[src/rtl/frame_streamer_pkg.sv]
// Shared types for the frame streamer: FSM state encoding and counter width helper.
package frame_streamer_pkg;

  typedef enum logic [1:0] {
    ST_IDLE   = 2'd0,
    ST_STREAM = 2'd1,
    ST_DRAIN  = 2'd2,
    ST_FINISH = 2'd3
  } state_t;

  localparam int SKID_DEPTH = 2;

  // Counter width for a count range of n, never narrower than one bit.
  function automatic int cnt_width(input int n);
    return (n > 1) ? $clog2(n) : 1;
  endfunction

endpackage

[src/rtl/frame_streamer_skid_fifo.sv]
// Two-entry skid FIFO holding {eof, eol, pixel}; the producer never pushes into a full FIFO.
module stream_skid_fifo #(
  parameter int WIDTH = 10
) (
  input  logic             clk,
  input  logic             rst_n,
  input  logic             i_push,
  input  logic [WIDTH-1:0] i_data,
  input  logic             i_pop,
  output logic [WIDTH-1:0] o_data,
  output logic [1:0]       o_count
);

  logic [WIDTH-1:0] r_mem [2];
  logic             r_wr_ptr;
  logic             r_rd_ptr;
  logic [1:0]       r_count;

  always_ff @(posedge clk or negedge rst_n) begin
    if (!rst_n) begin
      // NOTE: storage is reset because its head drives a module output that must read 0 out of reset.
      r_mem[0] <= '0;
      r_mem[1] <= '0;
      r_wr_ptr <= 1'b0;
      r_rd_ptr <= 1'b0;
      r_count  <= 2'd0;
    end else begin
      if (i_push) begin
        r_mem[r_wr_ptr] <= i_data;
        r_wr_ptr        <= ~r_wr_ptr;
      end
      if (i_pop) begin
        r_rd_ptr <= ~r_rd_ptr;
      end
      r_count <= r_count + {1'b0, i_push} - {1'b0, i_pop};
    end
  end

  assign o_data  = r_mem[r_rd_ptr];
  assign o_count = r_count;

endmodule

[src/rtl/frame_streamer.sv]
// Reads a stored frame from a 1-cycle-latency RAM in raster order and streams it with eol/eof tags.
module frame_streamer
  import frame_streamer_pkg::*;
#(
  parameter int DATA_WIDTH    = 8,
  parameter int BUFFER_LENGTH = 2000,
  parameter int MAX_ROWS      = 2000,
  parameter int ADDR_WIDTH    = 22
) (
  input  logic                              clk,
  input  logic                              rst_n,
  input  logic                              start,
  input  logic [cnt_width(BUFFER_LENGTH)-1:0] frame_column_size,
  input  logic [cnt_width(MAX_ROWS)-1:0]      frame_row_size,
  output logic                              mem_en,
  output logic [ADDR_WIDTH-1:0]             mem_addr,
  input  logic [DATA_WIDTH-1:0]             mem_rdata,
  output logic [DATA_WIDTH-1:0]             out_point,
  output logic                              valid_out,
  input  logic                              ready_in,
  output logic                              eol,
  output logic                              eof,
  output logic                              busy,
  output logic                              done
);

  localparam int COL_W = cnt_width(BUFFER_LENGTH);
  localparam int ROW_W = cnt_width(MAX_ROWS);
  localparam int FW    = DATA_WIDTH + 2;

  state_t            r_state;
  logic [COL_W-1:0]  r_cols;
  logic [COL_W-1:0]  r_icol;
  logic [ROW_W-1:0]  r_rows;
  logic [ROW_W-1:0]  r_irow;
  logic [ADDR_WIDTH-1:0] r_addr;
  logic              r_inflight;
  logic              r_inf_eol;
  logic              r_inf_eof;
  logic              r_busy;
  logic              r_done;

  logic [FW-1:0]     w_head;
  logic [1:0]        w_count;
  logic [2:0]        w_occ;
  logic              w_valid;
  logic              w_xfer;
  logic              w_issue;
  logic              w_last_col;
  logic              w_last_row;
  logic              w_last_issue;

  // A slot freed by this cycle's transfer may be refilled at once, which keeps the stream gap-free.
  assign w_valid      = (w_count != 2'd0);
  assign w_xfer       = w_valid & ready_in;
  assign w_occ        = {1'b0, w_count} + {2'b0, r_inflight} - {2'b0, w_xfer};
  assign w_issue      = (r_state == ST_STREAM) && (w_occ < 3'd2);
  assign w_last_col   = (r_icol == r_cols - COL_W'(1));
  assign w_last_row   = (r_irow == r_rows - ROW_W'(1));
  assign w_last_issue = w_last_col & w_last_row;

  stream_skid_fifo #(
    .WIDTH(FW)
  ) u_skid_fifo (
    .clk     (clk),
    .rst_n   (rst_n),
    .i_push  (r_inflight),
    .i_data  ({r_inf_eof, r_inf_eol, mem_rdata}),
    .i_pop   (w_xfer),
    .o_data  (w_head),
    .o_count (w_count)
  );

  always_ff @(posedge clk or negedge rst_n) begin
    if (!rst_n) begin
      r_state    <= ST_IDLE;
      r_cols     <= '0;
      r_rows     <= '0;
      r_icol     <= '0;
      r_irow     <= '0;
      r_addr     <= '0;
      r_inflight <= 1'b0;
      r_inf_eol  <= 1'b0;
      r_inf_eof  <= 1'b0;
      r_busy     <= 1'b0;
      r_done     <= 1'b0;
    end else begin
      // NOTE: non-blocking throughout so every register sees pre-edge values, independent of statement order.
      r_inflight <= w_issue;
      r_inf_eol  <= w_last_col;
      r_inf_eof  <= w_last_issue;

      if (w_issue) begin
        if (!w_last_issue) begin
          r_addr <= r_addr + ADDR_WIDTH'(1);
        end
        if (w_last_col) begin
          r_icol <= '0;
          r_irow <= r_irow + ROW_W'(1);
        end else begin
          r_icol <= r_icol + COL_W'(1);
        end
      end

      case (r_state)
        ST_IDLE: begin
          if (start) begin
            r_cols <= frame_column_size;
            r_rows <= frame_row_size;
            r_icol <= '0;
            r_irow <= '0;
            r_addr <= '0;
            r_busy <= 1'b1;
            if (frame_column_size == '0 || frame_row_size == '0) begin
              r_state <= ST_FINISH;
            end else begin
              r_state <= ST_STREAM;
            end
          end
        end
        ST_STREAM: begin
          if (w_issue && w_last_issue) begin
            r_state <= ST_DRAIN;
          end
        end
        ST_DRAIN: begin
          if (w_xfer && w_head[DATA_WIDTH+1]) begin
            r_state <= ST_FINISH;
            r_done  <= 1'b1;
            r_busy  <= 1'b0;
          end
        end
        ST_FINISH: begin
          // An empty frame arrives here with busy still set and spends one extra cycle raising done.
          if (r_done) begin
            r_done  <= 1'b0;
            r_state <= ST_IDLE;
          end else begin
            r_done <= 1'b1;
            r_busy <= 1'b0;
          end
        end
        default: r_state <= ST_IDLE;
      endcase
    end
  end

  assign mem_en    = w_issue;
  assign mem_addr  = r_addr;
  assign valid_out = w_valid;
  assign out_point = w_head[DATA_WIDTH-1:0];
  assign eol       = w_valid & w_head[DATA_WIDTH];
  assign eof       = w_valid & w_head[DATA_WIDTH+1];
  assign busy      = r_busy;
  assign done      = r_done;

endmodule

[config.mk]
export PLATFORM = sky130hd
export DESIGN_NAME = frame_streamer
export DESIGN_NICKNAME = d
export VERILOG_FILES = /design/src/rtl/frame_streamer_pkg.sv /design/src/rtl/frame_streamer_skid_fifo.sv /design/src/rtl/frame_streamer.sv
export SDC_FILE = /design/constraint.sdc
export NUM_CORES = 1
export LEC_CHECK = 0
export CAP_MARGIN = 20
export CORE_ASPECT_RATIO = 1.5
export CORE_MARGIN = 3
export CORE_UTILIZATION = 55
export DETAILED_ROUTE_END_ITERATION = 8
export GPL_TIMING_DRIVEN = 0
export PLACE_DENSITY = 0.78
export SYNTH_ARGS = -nofsm -noshare
export SYNTH_HDL_FRONTEND = slang
export SYNTH_SLANG_ARGS = --single-unit
[constraint.sdc]
create_clock -name clk -period 8.97 [get_ports clk]
set_clock_uncertainty 0.15 [all_clocks]
set_input_delay 1.3455 -clock clk [delete_from_list [all_inputs] [get_ports clk]]
set_output_delay 1.3455 -clock clk [all_outputs]
set_load 0.05 [all_outputs]
# ---- Yosys cells after proc, flatten, opt, wreduce, memory -nomap -nowiden
# Cells that the tools add are included.
dict set report totals {
  latch_bits 0
  output_inout_bits 36
  rom_bits 0
  mem_count 0
  ramBits 0
  regBits 97
  word_cells 93
}
dict set report classes {
  reduce_logical 15
  order_cmp 4
  div 0
  eq_ne 10
  add_sub_neg 9
  bitwise_logic 8
  mul 0
  shift 0
  mux 31
}
# op n
set op_table {}
lappend op_table {{$mux W11} 8}
lappend op_table {{$mux W22} 4}
lappend op_table {{$mux W10} 4}
lappend op_table {{$add A11 B1 Y11 const B} 2}
lappend op_table {{$add A22 B1 Y22 const B} 1}
lappend op_table {{$eq A11 B11 Y1} 2}
lappend op_table {{$logic_not A11 Y1} 2}
lappend op_table {{$sub A11 B1 Y11 const B} 2}
lappend op_table {{$bwmux W20} 1}
lappend op_table {{$demux W10 S1} 1}
lappend op_table {{$mux W2} 5}
lappend op_table {{$ne A2 B2 Y1 const B} 4}
lappend op_table {{$pmux W2 S4} 1}
lappend op_table {{$reduce_and A4 Y1} 2}
lappend op_table {{$mux W1} 5}
lappend op_table {{$and A1 B1 Y1} 4}
lappend op_table {{$eq A2 B2 Y1 const B} 2}
lappend op_table {{$ge A2 B2 Y1 const B} 2}
lappend op_table {{$logic_and A1 B1 Y1} 4}
lappend op_table {{$not A1 Y2} 2}
lappend op_table {{$reduce_and A2 Y1} 2}
lappend op_table {{$reduce_bool A2 Y1} 2}
lappend op_table {{$add A2 B1 Y3} 1}
lappend op_table {{$lt A3 B2 Y1 const B} 1}
lappend op_table {{other kinds (12)} 13}

# ---- Longest topological paths before layout
dict set report depth {
  word_depth 8
  mapped_depth 15
  mapped_depth_nobuf 15
}

# ---- Cells and area by module
# Synthesis repeated with hierarchy kept, for this count alone.
dict set report hier_totals {
  cells_unflattened 572
  area_unflattened_um2 5565.3
}
# mod cells_per_inst instances area_per_inst_um2
set modules_own_cells {}
lappend modules_own_cells {frame_streamer 506 1 4490.6}
lappend modules_own_cells {stream_skid_fifo 66 1 1074.8}

# ---- Worst setup path before layout
# No wires, ideal clock.
dict set report synth_timing {
  kind {input to output}
  from {in ready_in}
  to {out mem_en}
  n_path_buf 1
  arrival_ps 3377
  cell_stages 8
  setup_slack_ps 4098
  cell_sequence {nand2_1 > inv_1 > ha_1 > inv_1 > ha_1 > fa_1 > nor3_1 > clkbuf_1}
}
dict set report synth_via {
  elab_chain_cells 4
}
# element line
set synth_lines {}
lappend synth_lines {{from (decl)} frame_streamer.sv:20} ;# input logic ready_in,
lappend synth_lines {{$and A1 B1 Y1} frame_streamer.sv:55} ;# assign w_xfer = w_valid & ready_in;
lappend synth_lines {{via u_skid_fifo.i_pop} frame_streamer_skid_fifo.sv:9} ;# input logic i_pop,
lappend synth_lines {{$sub A3 B1 Y3} frame_streamer.sv:56} ;# assign w_occ = {1'b0, w_count} + {2'b0, r_inflight} - {2'b0, w_xfer};
lappend synth_lines {{via w_occ[1]} frame_streamer.sv:45} ;# logic [2:0] w_occ;
lappend synth_lines {{$lt A3 B2 Y1} frame_streamer.sv:57} ;# assign w_issue = (r_state == ST_STREAM) && (w_occ < 3'd2);
lappend synth_lines {{$logic_and A1 B1 Y1} frame_streamer.sv:57}
lappend synth_lines {{to (decl)} frame_streamer.sv:15} ;# output logic mem_en,
# The timed path passes the listed nets, and every way through them passes these cells.

# ---- Worst setup path after layout
# Same ends and word-level chain as after synthesis.

==> impl_metrics.toml <==
[run_status]
outcome = "complete, no violations"

[floorplanning]
dieArea_mm2 = 0.0110
core_mm2 = 0.00942
rows = 43
die_height_um = 127
ios = 70
die_w_um = 86.8
initial_core_util_pct = 57.2

[grt]
grt_pass1_vias = 4487
grt_util_all_layers_pct = 23.3
grt_first_pass_wirelength_um = 20700
antenna_found_initial = 0
grt-ovfl-total = 0
grt_start_max_net_pins = 55

[clock_tree]
postCtsSetupBuffers = 0
path_clk_slew_ns = 0.06
postCtsResizedCells = 0
cts-root-buf = "clkbuf_16"
clockBufferDepth = 2
cts_tree = "yes"
clock_sinks = 97
htreeDepth = 3
insertion_delay_ns = 0.34
cts_inserted_buffers = 9
hold_buffers = 0

[detailed_routing]
ant_nets = 0
drtIter0Drc = 180
routed_wl_um = 12200
drc = 0
wl_per_cell_um = 16.1
vias = 4485
vias_per_cell = 5.90
dr.pass1.iters = 5

[placed_design]
gp_congestion = 0.830
dpl_cell_area_mm2 = 0.00624
hpwlAfterDp_um = 9410
portBuffers = 69

[final_layout]
drive_gt1_share_pct = 9.72
regArea_mm2 = 0.00243
n_fill_cell = 732
postLayoutCoreUtil_pct = 69.2
antenna_cells = 0
final_area_mm2 = 0.00652
fin_nets = 692
multi_input_area_mm2 = 0.00275
synthToLayoutAreaGrowth_pct = 21.0

[timing]
worst_pin_slew_ns = 0.690
min_period_ns = 6.29
finalSetupTns_ns = 0
setup_viol = 0
slew_headroom_pct = 53.6
rsz0062_at_grt = "no"
hold_slack_ns = 0.350
period_share_pct = 70.1
fmax_ghz = 0.159
slew_violations = 0
finalHoldViolCount = 0

[setup_path]
cp.arrival_ns = 4.80
path_class = "input port to output pin"
end_kind = "output pin"
crit_path_cell_trace = "clkdlybuf4s50_1, nand2_1, inv_1, ha_1, inv_1, ha_1, fa_1, nor3_1, clkbuf_1, clkdlybuf4s50_1"
required_ns = 7.47
worst-path-max-fanout = 11
cp_slowest_stage_delay_ns = 0.92
critPathSlowestCell = "clkdlybuf4s50_1"
crit-reg2reg-launch = "u_skid_fifo.o_count[1]"
worst_setup_path_start_kind = "input port"
cp-startpoint = "ready_in"

[power_and_ir_drop]
ir_worst_vdd_mv = 0.302
internal_power_w = 0.000966
p_comb_share_pct = 41.1
p_switching_w = 0.000616
p_leak_nw = 2.80
p_seq_share_pct = 36.2
clkPwrFrac_pct = 22.7
power.density_mw_per_mm2 = 243
total_power_w = 0.00158
swShare_pct = 38.9

[synth]
synth_area_leaders = "dfrtp_1, nand2_1, mux2_2"
syn-num-nets = 611
synth_warnings = 0
synth-edff-count = 0
synthTopCellsByCount = "dfrtp_1, nand2_1, nor2_1, mux2_2, xnor2_1"
synthesis.area_mm2 = 0.00539
ys.flop_type = "dfrtp_1"
yosysTopAreaCellShare_pct = 45.1
avgSynthCellArea_um2 = 9.57
synthCells = 563
synth_cell_type_count = 56
yosysSeqAreaShare_pct = 45.1
yosysTopAreaCell = "dfrtp_1"
synth-seq-cells = 97
synth_most_common_cell = "dfrtp_1"
async_reset_ff_share_pct = 100

[min_path]
holdCritPathClass = "flip-flop to flip-flop"
min-delay-start = "r_rows[10]"

[run]
drv_cap = 0
==> per-stage QoR <==
step,cells,setup slack (ns)
final,760,2.68
after global routing,760,2.48
after detailed placement,745,2.65
after global placement,744,2.69
after floorplan,563,4.10
after CTS,760,2.64
==> cell type report <==
class                   instances  share of cell area, %
plain buffers                  27                   1.92
clock buffers                  13                   3.99
clock inverters                 2                  0.211
inverters                      22                   1.27
multi-input cells             417                   42.2
flip-flops and latches         97                   37.3
well taps                     112                   2.15
repair buffers                 70                   11.0
==> worst paths after layout <==
kind                       cells past startpoint  slack, ns            to
hold / removal                                 2       0.35    r_rows[10]
setup reg to reg                              14       5.09     r_irow[9]
setup / recovery                              10       2.68        mem_en
hold reg to reg                                2       0.35    r_rows[10]
max in group asynchronous                      2       7.17     r_rows[2]
min in group asynchronous                      1       0.85  mem_addr[14]
==> power groups by stage <==
| stage | logic [W] | registers [W] | clock network [W] |
|---|---|---|---|
| CTS | 0.000660 | 0.000574 | 0.000363 |
| global route | 0.000704 | 0.000584 | 0.000378 |
| finish | 0.000650 | 0.000573 | 0.000359 |
| floorplan | 0.000425 | 0.000604 | 0 |
| detailed placement | 0.000658 | 0.000583 | 0 |
| global placement | 0.000637 | 0.000574 | 0 |
==> critical path: cells and delay by family <==
family / cells / cell delay, ns
simple gates: 2 / 0.58
fa+ha+maj: 3 / 0.90
buf+inv: 5 / 1.94
==> placed cells by master, fill, tap and decap left out, types with 2 or more instances in the layout <==
| cell type | instances |
|---|---|
| a32oi_1 | 2 |
| nor3_1 | 13 |
| ha_1 | 13 |
| mux2i_1 | 8 |
| or3_1 | 6 |
| buf_2 | 4 |
| buf_6 | 2 |
| clkbuf_1 | 21 |
| clkbuf_16 | 9 |
| o2111ai_1 | 3 |
| and4_1 | 3 |
| or2_2 | 5 |
| xnor2_1 | 29 |
| xor2_1 | 19 |
| mux2_2 | 29 |
| a211oi_1 | 3 |
| and3_1 | 5 |
| nand3_1 | 16 |
| o211ai_1 | 9 |
| nor4_2 | 2 |
| dfrtp_1 | 97 |
| a311oi_1 | 2 |
| a31oi_1 | 5 |
| nand2_1 | 92 |
| nand4_1 | 12 |
| o31ai_1 | 14 |
| nor2b_1 | 2 |
| and2_1 | 2 |
| clkbuf_8 | 2 |
| nor4_1 | 10 |
| nor2_1 | 41 |
| inv_1 | 22 |
| o21ai_0 | 13 |
| buf_4 | 2 |
| clkdlybuf4s50_1 | 68 |
| a21oi_1 | 20 |
| or4_1 | 18 |
==> registers in the layout, summed over array words and instances (netlist names) <==
register / flops
r_cols: 11
r_inflight: 1
r_inf_eof: 1
busy: 1
r_inf_eol: 1
r_irow: 11
r_state: 2
u_skid_fifo.r_rd_ptr: 1
mem_addr: 22
r_icol: 11
u_skid_fifo.r_wr_ptr: 1
u_skid_fifo.r_mem: 20
r_rows: 11
done: 1
u_skid_fifo.o_count: 2
==> cell families after synthesis <==
family	Yosys count	share of synthesized area, %
compound gates	81	10.3
xor+xnor	48	7.80
fa+ha+maj	14	3.39
buf+inv	49	3.86
flops	97	45.1
mux	37	7.55
simple gates	237	22.1
==> layer usage <==
metal | wire length (um) | share of wire, % | vias up | track usage (%)
li1 | - | - | 2152 | -
met1 | 4940 | 40 | 2213 | 27.4
met2 | 6640 | 54 | 102 | 42.6
met3 | 461 | 3.8 | 18 | 3.29
met4 | 197 | 1.6 | 0 | 7.52
met5 | 0 | 0 | - | 0
Note: power is estimated with default switching activity, not from simulation.
